===== config.mk =====
export PLATFORM = sky130hd
export DESIGN_NAME = rca_pipe_arbiter
export DESIGN_NICKNAME = d
export VERILOG_FILES = /design/src/rtl/rca_pkg.sv /design/src/rtl/rca_rsp_fifo.sv /design/src/rtl/rippleCarryAdder_pipeline_2.sv /design/src/rtl/rca_pipe_arbiter.sv
export SDC_FILE = /design/constraint.sdc
export NUM_CORES = 1
export LEC_CHECK = 0
export ABC_AREA = 1
export CAP_MARGIN = 20
export CORE_UTILIZATION = 30
export DETAILED_ROUTE_END_ITERATION = 8
export HOLD_SLACK_MARGIN = 0.1
export PLACE_DENSITY_LB_ADDON = 0.25
export SLEW_MARGIN = 20
export SYNTH_ARGS = -nofsm -noshare
export SYNTH_HDL_FRONTEND = slang
export SYNTH_HIERARCHICAL = 1
export SYNTH_SLANG_ARGS = --single-unit

===== constraint.sdc =====
create_clock -name clk -period 7.9 [get_ports clk]
set_input_delay 2.37 -clock clk [delete_from_list [all_inputs] [get_ports clk]]
set_output_delay 2.37 -clock clk [all_outputs]
set_load 0.005 [all_outputs]

===== src/rtl/rca_pkg.sv =====
// Shared widths and helpers for the round-robin pipelined-adder arbiter.
package rca_pkg;

  localparam int DEF_NBITS   = 16;
  localparam int DEF_ADD_LAT = 1;

  function automatic int id_w(input int nreq);
    return (nreq > 1) ? $clog2(nreq) : 1;
  endfunction

  // A response entry is packed as {id, sum}
  function automatic int rsp_w(input int nreq, input int nbits);
    return id_w(nreq) + nbits;
  endfunction

endpackage


===== src/rtl/rca_rsp_fifo.sv =====
// Show-ahead response FIFO; push and pop may coincide at any fill level.
module rca_rsp_fifo #(
  parameter int DEPTH = 4,
  parameter int WIDTH = 18,
  parameter int CW    = $clog2(DEPTH + 1)
) (
  input  logic             clk,
  input  logic             rst_n,
  input  logic             push,
  input  logic [WIDTH-1:0] push_data,
  input  logic             pop,
  output logic [WIDTH-1:0] head,
  output logic [CW-1:0]    count
);

  localparam int AW = (DEPTH > 1) ? $clog2(DEPTH) : 1;

  logic [WIDTH-1:0] mem [DEPTH];
  logic [AW-1:0]    rd_ptr;
  logic [AW-1:0]    wr_ptr;
  logic             do_pop;

  assign do_pop = pop && (count != '0);

  always_ff @(posedge clk) begin
    if (push) mem[wr_ptr] <= push_data;
  end

  always_ff @(posedge clk or negedge rst_n) begin
    if (!rst_n) begin
      rd_ptr <= '0;
      wr_ptr <= '0;
      count  <= '0;
    end else begin
      if (push)   wr_ptr <= (wr_ptr == AW'(DEPTH - 1)) ? '0 : wr_ptr + 1'b1;
      if (do_pop) rd_ptr <= (rd_ptr == AW'(DEPTH - 1)) ? '0 : rd_ptr + 1'b1;
      if (push && !do_pop)      count <= count + 1'b1;
      else if (!push && do_pop) count <= count - 1'b1;
    end
  end

  // Empty FIFO presents zeros so the head never shows stale data
  assign head = (count != '0) ? mem[rd_ptr] : '0;

  always @(posedge clk) begin
    if (rst_n && push && !do_pop) assert (count != CW'(DEPTH));
  end

endmodule


===== src/rtl/rippleCarryAdder_pipeline_2.sv =====
// Two-stage adder: low half and its carry are registered, high half completes after the register.
module rippleCarryAdder_pipeline_2 #(
  parameter int NBITS = 16
) (
  input  logic             clk,
  input  logic [NBITS-1:0] a,
  input  logic [NBITS-1:0] b,
  input  logic             cin,
  output logic [NBITS-1:0] sum
);

  localparam int H  = NBITS / 2;
  localparam int HH = NBITS - H;

  logic [H:0]    lo_full;
  logic [H-1:0]  lo_r;
  logic          c_r;
  logic [HH-1:0] a_hi_r;
  logic [HH-1:0] b_hi_r;

  assign lo_full = {1'b0, a[H-1:0]} + {1'b0, b[H-1:0]} + {{H{1'b0}}, cin};

  // No reset: downstream qualifies results with its own valid bits
  always_ff @(posedge clk) begin
    lo_r   <= lo_full[H-1:0];
    c_r    <= lo_full[H];
    a_hi_r <= a[NBITS-1:H];
    b_hi_r <= b[NBITS-1:H];
  end

  assign sum = {a_hi_r + b_hi_r + {{(HH-1){1'b0}}, c_r}, lo_r};

endmodule


===== src/rtl/rca_pipe_arbiter.sv =====
// Round-robin sharing of one pipelined adder among NREQ requesters, with
// credit-based flow control into a tagged, backpressurable response FIFO.
module rca_pipe_arbiter
  import rca_pkg::*;
#(
  parameter  int NREQ       = 4,
  parameter  int NBITS      = DEF_NBITS,
  parameter  int ADD_LAT    = DEF_ADD_LAT,
  parameter  int FIFO_DEPTH = 4,
  localparam int ID_W       = id_w(NREQ)
) (
  input  logic                  clk,
  input  logic                  rst_n,
  input  logic [NREQ-1:0]       req_valid,
  output logic [NREQ-1:0]       req_ready,
  input  logic [NREQ*NBITS-1:0] req_a,
  input  logic [NREQ*NBITS-1:0] req_b,
  input  logic [NREQ-1:0]       req_cin,
  output logic                  rsp_valid,
  input  logic                  rsp_ready,
  output logic [ID_W-1:0]       rsp_id,
  output logic [NBITS-1:0]      rsp_sum,
  output logic                  busy
);

  localparam int CW = $clog2(FIFO_DEPTH + 1);
  localparam int RW = rsp_w(NREQ, NBITS);

  logic [ID_W-1:0]    ptr;
  logic               credit;
  logic               gnt_any;
  logic [ID_W-1:0]    gnt_idx;
  int                 scan;
  logic [NBITS-1:0]   add_a;
  logic [NBITS-1:0]   add_b;
  logic               add_cin;
  logic [NBITS-1:0]   add_sum;
  logic [ADD_LAT-1:0] tag_valid;
  logic [ID_W-1:0]    tag_id [ADD_LAT];
  logic [CW-1:0]      fifo_count;
  logic [RW-1:0]      fifo_head;

  // In-flight ops hold a reserved slot; a pop in this same cycle is not credited
  assign credit = rst_n && ((int'(fifo_count) + $countones(tag_valid)) < FIFO_DEPTH);

  always_comb begin
    gnt_any   = 1'b0;
    gnt_idx   = '0;
    req_ready = '0;
    scan      = 0;
    if (credit) begin
      for (int k = 0; k < NREQ; k++) begin
        scan = int'(ptr) + k;
        if (scan >= NREQ) scan = scan - NREQ;
        if (!gnt_any && req_valid[ID_W'(scan)]) begin
          gnt_any = 1'b1;
          gnt_idx = ID_W'(scan);
        end
      end
    end
    if (gnt_any) req_ready[gnt_idx] = 1'b1;
  end

  assign add_a   = gnt_any ? req_a[gnt_idx*NBITS +: NBITS] : '0;
  assign add_b   = gnt_any ? req_b[gnt_idx*NBITS +: NBITS] : '0;
  assign add_cin = gnt_any ? req_cin[gnt_idx] : 1'b0;

  always_ff @(posedge clk or negedge rst_n) begin
    if (!rst_n) begin
      ptr       <= '0;
      tag_valid <= '0;
      for (int k = 0; k < ADD_LAT; k++) tag_id[k] <= '0;
    end else begin
      if (gnt_any) ptr <= (int'(gnt_idx) + 1 >= NREQ) ? '0 : gnt_idx + 1'b1;
      tag_valid[0] <= gnt_any;
      tag_id[0]    <= gnt_idx;
      for (int k = 1; k < ADD_LAT; k++) begin
        tag_valid[k] <= tag_valid[k-1];
        tag_id[k]    <= tag_id[k-1];
      end
    end
  end

  rippleCarryAdder_pipeline_2 #(.NBITS(NBITS)) u_adder (
    .clk (clk),
    .a   (add_a),
    .b   (add_b),
    .cin (add_cin),
    .sum (add_sum)
  );

  rca_rsp_fifo #(.DEPTH(FIFO_DEPTH), .WIDTH(RW), .CW(CW)) u_fifo (
    .clk       (clk),
    .rst_n     (rst_n),
    .push      (tag_valid[ADD_LAT-1]),
    .push_data ({tag_id[ADD_LAT-1], add_sum}),
    .pop       (rsp_ready),
    .head      (fifo_head),
    .count     (fifo_count)
  );

  assign rsp_valid = (fifo_count != '0);
  assign rsp_id    = fifo_head[NBITS +: ID_W];
  assign rsp_sum   = fifo_head[NBITS-1:0];
  assign busy      = (|tag_valid) || (fifo_count != '0);

endmodule

* After elaboration in Yosys (flattened, before gate mapping)
Memory sizes are Yosys's and may differ from the RTL's.
Index checks and enable logic that the tools add are counted.
** Word-level totals
- Memories :: 1
- Register bits :: 37
- Word-level logic and storage cells :: 110
- Input bits :: 139
- RAM bits :: 72
** Memories
- u_fifo.mem :: depth 4, bits a word 18, rd ports 1, clocked after Yosys merged registers in 0, write ports 1, line rca_rsp_fifo.sv:18 : logic [WIDTH-1:0] mem [DEPTH];
** Cells by class
- Equality and inequality tests :: 2
- $lt $le $gt $ge :: 12
- Shift-type cells :: 2
- Muxes and demuxes :: 49
- Add/subtract/negate cells :: 18
- Reductions and logical operators :: 16
** Operators by type and width (number)
- 64-bit by 7-bit indexed part select with 16-bit output :: 2
- 2-bit two-way mux :: 16
- 1-bit two-way mux :: 21
- 18-bit two-way mux :: 1
- 2-bit by 4-bit less-than comparator with 1-bit output, second input constant :: 4
- 8-bit two-way mux :: 2
- 3-bit >= comparator, second input constant :: 4
- 1-bit binary-select mux with 2-bit select :: 5
- 8-bit by 8-bit adder with 9-bit output :: 1
- 9-bit by 1-bit adder with 9-bit output :: 1
- 8-bit by 1-bit adder with 8-bit output :: 1
- 8-bit adder :: 1
- 1-bit logical AND :: 8
- 2-bit by 1-bit subtractor with 2-bit output, second input constant :: 4
- 2-bit by 1-bit adder with 2-bit output, second input constant :: 3
- 2-bit by 1-bit adder with 3-bit output, second input constant :: 2
- 2-bit by 2-bit adder with 3-bit output, second input constant :: 2
- 3-bit two-way mux :: 2
- 1-bit logical NOT :: 5
- 3-bit by 1-bit adder with 4-bit output :: 1
- 2-bit == test, second input constant :: 2
- 4-bit by 3-bit less-than comparator with 1-bit output, second input constant :: 1
- 4-bit two-way mux :: 1
- 3-bit by 1-bit adder with 3-bit output, second input constant :: 1
- 8 further kinds :: 8

* Logic depth before layout (Yosys ltp)
- Depth in word-level cells :: 26
- Gate-level depth with buffers :: 24

* By module
Netlist, hierarchy kept.
** By module, submodules not included
- rca_rsp_fifo :: area an instance 3504.6 µm², instances 1, cells each 336
- rca_pipe_arbiter :: area an instance 2349.8 µm², instances 1, cells each 459
- rippleCarryAdder_pipeline_2 :: area an instance 1207.4 µm², instances 1, cells each 142

* Least setup slack after synthesis
Ideal clock, no wire load.
- Path type :: input -> output
- From :: input port req_valid[3]
- To :: output port req_ready[1]
- Setup slack :: 1.881 ns
- Data arrival time :: 3.649 ns
- Stages on the path :: 14
- Cells stage by stage :: inv_1 > nand2_1 > nand3_1 > nand2_1 > nor2_4 > nand3_2 > nand2_2 > inv_4 > nand2_2 > buf_2 > inv_1 > ha_1 > inv_1 > nor2_1
** Between the ends
- Cells in the longest elaborated chain, start to end :: 22
- Elaborated cells on any way between the ends :: 37
- Those cells by class :: 2 x order compare; 28 x mux; 7 x reduce/logical
** RTL lines
- from (decl) :: line rca_pipe_arbiter.sv:14 : input logic [NREQ-1:0] req_valid,
- 1-bit binary-select mux with 2-bit select :: line rca_pipe_arbiter.sv:55 : if (!gnt_any && req_valid[ID_W'(scan)]) begin
- 1-bit two-way mux (not written as such) (2 in a row) :: line rca_pipe_arbiter.sv:55
- 1-bit two-way mux :: line rca_pipe_arbiter.sv:55
- 1-bit two-way mux :: line rca_pipe_arbiter.sv:51 : if (credit) begin
- 1-bit logical NOT :: line rca_pipe_arbiter.sv:55
- 1-bit logical AND :: line rca_pipe_arbiter.sv:55
- 1-bit two-way mux :: line rca_pipe_arbiter.sv:55
- 1-bit two-way mux :: line rca_pipe_arbiter.sv:51
- [... 6 more ...]
- 2-bit two-way mux (*) :: line rca_pipe_arbiter.sv:55
- 2-bit two-way mux (*) :: line rca_pipe_arbiter.sv:51
- net gnt_idx[0] :: line rca_pipe_arbiter.sv:32 : logic [ID_W-1:0] gnt_idx;
- 2-bit by 3-bit less-than comparator with 1-bit output (not written as such) or 2-bit by 1-bit >= comparator with 1-bit output (tied branches) :: line rca_pipe_arbiter.sv:61 : if (gnt_any) req_ready[gnt_idx] = 1'b1;
- 1-bit logical AND (not written as such) :: line rca_pipe_arbiter.sv:61
- 1-bit two-way mux (not written as such) :: line rca_pipe_arbiter.sv:61
- 1-bit demux with 2-bit select (*) :: line rca_pipe_arbiter.sv:61
- 4-bit two-way mux (*) :: line rca_pipe_arbiter.sv:61
- to (decl) :: line rca_pipe_arbiter.sv:15 : output logic [NREQ-1:0] req_ready,
Mark *: on every way through the listed nets, which the timed path passes. The rest lies on a longest branch. The select of a mux whose other input is x is not followed.

* Worst setup path in the final report
- From :: input port req_valid[3]
- To :: output port req_ready[2]
** Between the ends
- Cells in the longest elaborated chain, start to end :: 22
- Elaborated cells on any way between the ends :: 37
- Those cells by class :: 2 x order compare; 28 x mux; 7 x reduce/logical
** RTL lines (line)
- 1-bit binary-select mux with 2-bit select :: rca_pipe_arbiter.sv:55
- 1-bit two-way mux (not written as such) (2 in a row) :: rca_pipe_arbiter.sv:55
- 1-bit two-way mux :: rca_pipe_arbiter.sv:55
- 1-bit two-way mux :: rca_pipe_arbiter.sv:51
- 1-bit logical NOT :: rca_pipe_arbiter.sv:55
- 1-bit logical AND :: rca_pipe_arbiter.sv:55
- 1-bit two-way mux :: rca_pipe_arbiter.sv:55
- 1-bit two-way mux :: rca_pipe_arbiter.sv:51
- [... 5 more ...]
- 1-bit logical AND :: rca_pipe_arbiter.sv:55
- 2-bit two-way mux :: rca_pipe_arbiter.sv:55
- 2-bit two-way mux :: rca_pipe_arbiter.sv:51
- 2-bit by 3-bit less-than comparator with 1-bit output (not written as such) or 2-bit by 1-bit >= comparator with 1-bit output (tied branches) :: rca_pipe_arbiter.sv:61
- 1-bit logical AND (not written as such) :: rca_pipe_arbiter.sv:61
- 1-bit two-way mux (not written as such) :: rca_pipe_arbiter.sv:61
- 1-bit demux with 2-bit select :: rca_pipe_arbiter.sv:61
- 4-bit two-way mux (*) :: rca_pipe_arbiter.sv:61
Mark *: on every way between the ends. The rest lies on a longest branch, timed or not. The select of a mux whose other input is x is not followed.

==> impl_metrics.py <==
metrics = {
    "finish": {
        "fin_area_um2": 9080,
        "fillerInstances": 2428,
        "layout-drive-gt1-share": 0.0426,
        "area_delta_synth_final_pct": 28.6,
        "fin_cells": 1393,
        "multi_input_area_um2": 2940,
        "final_nets": 1242,
        "seqCellArea_um2": 2960,
        "final_cell_mix": "241 x nand2_1, 216 x inv_1, 162 x clkdlybuf4s50_1",
        "layout_commonest_cell": "nand2_1",
        "n_antenna_cell": 0,
        "layout.core_utilization": 0.398,
    },
    "outcome": {
        "status": "complete, no violations",
    },
    "detailed_routing": {
        "m1WireLength_um": 8260,
        "ant_nets": 0,
        "dr.pass1.iters": 5,
        "dr_wl_met3_um": 1250,
        "dr.first_iter.drc_count": 312,
        "wl_met2_um": 8660,
        "drt-wirelength-per-cell_um": 13.3,
        "drt_wl_total_um": 18500,
        "highest_layer": "met4",
        "drc": 0,
        "avgViaCountPerCell": 4.29,
        "vias": 5974,
    },
    "global_route": {
        "first_global_vias": 5758,
        "grt_pass1_wl_um": 29600,
        "overflow": 0,
        "antenna_found_initial": 0,
        "grt_max_degree": 70,
        "track_usage": 0.158,
    },
    "cts": {
        "cts_setup_buffers": 0,
        "clk_latency_ps": 340,
        "cts_tree": "built",
        "clkTransAtPathRegs_ps": 60,
        "cts_hold_buf": 0,
        "numCtsBuffers": 9,
        "clockBufferDepth": 2,
        "cts_htree_levels": 3,
        "cts_root_buf": "clkbuf_16",
        "cts_sinks": 109,
        "post_cts_resize_count": 0,
    },
    "placement": {
        "place_congestion": 0.871,
        "dpl_cell_area_um2": 8820,
        "port_buffers": 162,
        "place_inst": 1377,
        "place_ws_ps": 540,
        "dp_hpwl_um": 13700,
    },
    "min_path": {
        "holdCritPathClass": "flip-flop to flip-flop",
    },
    "die": {
        "rows": 55,
        "core_region_area_um2": 22800,
        "ios": 163,
        "die_width_um": 155,
        "initial_core_util": 0.309,
        "fp.dieH_um": 155,
        "die_area_um2": 24200,
    },
    "sta": {
        "setup_viol": 0,
        "grt_setup_unrepaired": "false",
        "slew_headroom": 0.409,
        "fin_setup_tns_ps": 0,
        "worst_pin_slew_ps": 885,
        "min_period_over_period": 0.930,
        "finalMaxSlewViolations": 0,
        "hold_violations": 0,
        "fmax_mhz": 136,
        "setup_ws_ps": 554,
        "period_needed_ps": 7350,
        "fin_worst_skew_ps": 6.18,
    },
    "worst_setup_path": {
        "cp-startpoint": "req_valid[3]",
        "worstRegToRegCells": 22,
        "critical_path_class": "primary input to primary output",
        "r2r-end": "u_adder/c_r",
        "critPathCaptureType": "primary output",
        "critical_path_arrival_ps": 4980,
        "rr_startpoint": "ptr[0]",
        "crit_path_end": "req_ready[2]",
        "crit_fanout": 36,
        "worst-r2r-setup-slack_ps": 4040,
        "crit_required_ps": 5530,
        "start_kind": "primary input",
    },
    "flow_run": {
        "cap_violations": 0,
    },
    "power_and_ir_drop": {
        "p_per_area_nw_per_um2": 329,
        "ir_drop_mv": 0.197,
        "p_leak_nw": 4.43,
    },
    "yosys": {
        "ys_seq_elements": 109,
        "synth_top_family_by_area": "simple AND/OR/NAND/NOR gates",
        "synth.distinct_cells": 33,
        "synthAdderAreaFrac": 0.0549,
        "seq_area_frac_synth": 0.420,
        "synth_xor_xnor_area_share": 0.0110,
        "netlist_area_um2": 7060,
        "yosys_warnings": 6,
        "postSynthCellCount": 937,
        "muxShareOfSynthArea": 0,
        "syn_area_per_cell_um2": 7.54,
        "synthSimpleGateAreaFrac": 0.305,
        "syn_nets": 1104,
        "synth_compound_area_frac": 0.0455,
    },
}
-- where the power goes --
part	switching (mW)	internal [mW]
Sequential	0.0934	0.847
Clock	0.184	0.210
Combinational	1.03	0.624
Total	1.31	1.68
-- per-layer routing --
metal / GRT usage / up-vias
met5: 0 / -
met4: 0.0504 / 0
met3: 0.0373 / 18
met2: 0.265 / 184
met1: 0.199 / 2594
li1: - / 3178
-- final cells by class --
class                           instances  share of cell area
Multi-Input combinational cell        561               0.324
Inverter                              224              0.0931
Clock buffer                           10              0.0252
Tap cell                              313              0.0431
Sequential cell                       109               0.326
Clock inverter                          6             0.00331
Timing Repair Buffer                  170               0.185
-- cells in the mapped netlist, drive strengths merged --
cell,number,area (um^2)
a21oi,57,285
buf,37,290
clkbuf,6,22.5
clkinv,1,3.75
dfrtp,12,300
dfxtp,25,500
edfxtp,72,2160
fa,5,100
ha,23,288
inv,223,842
nand2,248,946
nand3,154,781
nand3b,37,278
nand4,1,6.26
nor2,18,111
o21ai,5,36.3
or2,5,31.3
xnor2,6,60.1
xor2,2,17.5
-- through the flow --
stage	hold WS (ps)	total power, mW
2_1_floorplan	438	2.11
3_3_place_gp	456	2.63
3_5_place_dp	457	2.64
4_1_cts	470	3.04
5_1_grt	493	3.26
6_report	467	2.99
-- worst max-delay path, cell delays in order --
cell and delay (ps):
clkdlybuf4s50_1 420, inv_1 80, nand2_1 70, nand3_1 120, nand2_1 110, nor2_4 150
nand2_1 100, nor2_4 130, nor2_2 80, nor2_8 410, ha_1 240, inv_1 40
nor2_1 110, clkdlybuf4s50_1 520
-- worst min path at each step --
stage	start	endpoint	slack, ps	cells after the start
after floorplan	u_adder/lo_r[0]	u_fifo/mem[0][0]	440	0
final	u_adder/lo_r[4]	u_fifo/mem[0][4]	470	0
after global routing	u_adder/lo_r[1]	u_fifo/mem[0][1]	490	0
after CTS	u_adder/lo_r[4]	u_fifo/mem[0][4]	470	0
after global placement	u_adder/lo_r[4]	u_fifo/mem[1][4]	460	0
after detailed placement	u_adder/lo_r[4]	u_fifo/mem[1][4]	460	0
-- kinds of logic after synthesis --
kind of cell | Yosys count
flops | 109
compound gates | 62
buf+inv | 267
fa+ha+maj | 28
simple gates | 463
xor+xnor | 8
-- state kept, by name, indices dropped and copies added (netlist names) --
signal	flops
u_fifo/mem	72
u_adder/a_hi_r	8
u_adder/b_hi_r	8
u_adder/lo_r	8
u_fifo/count	3
ptr	2
tag_id	2
u_fifo/rd_ptr	2
u_fifo/wr_ptr	2
tag_valid	1
u_adder/c_r	1
Power figures use the tool's default switching activity.
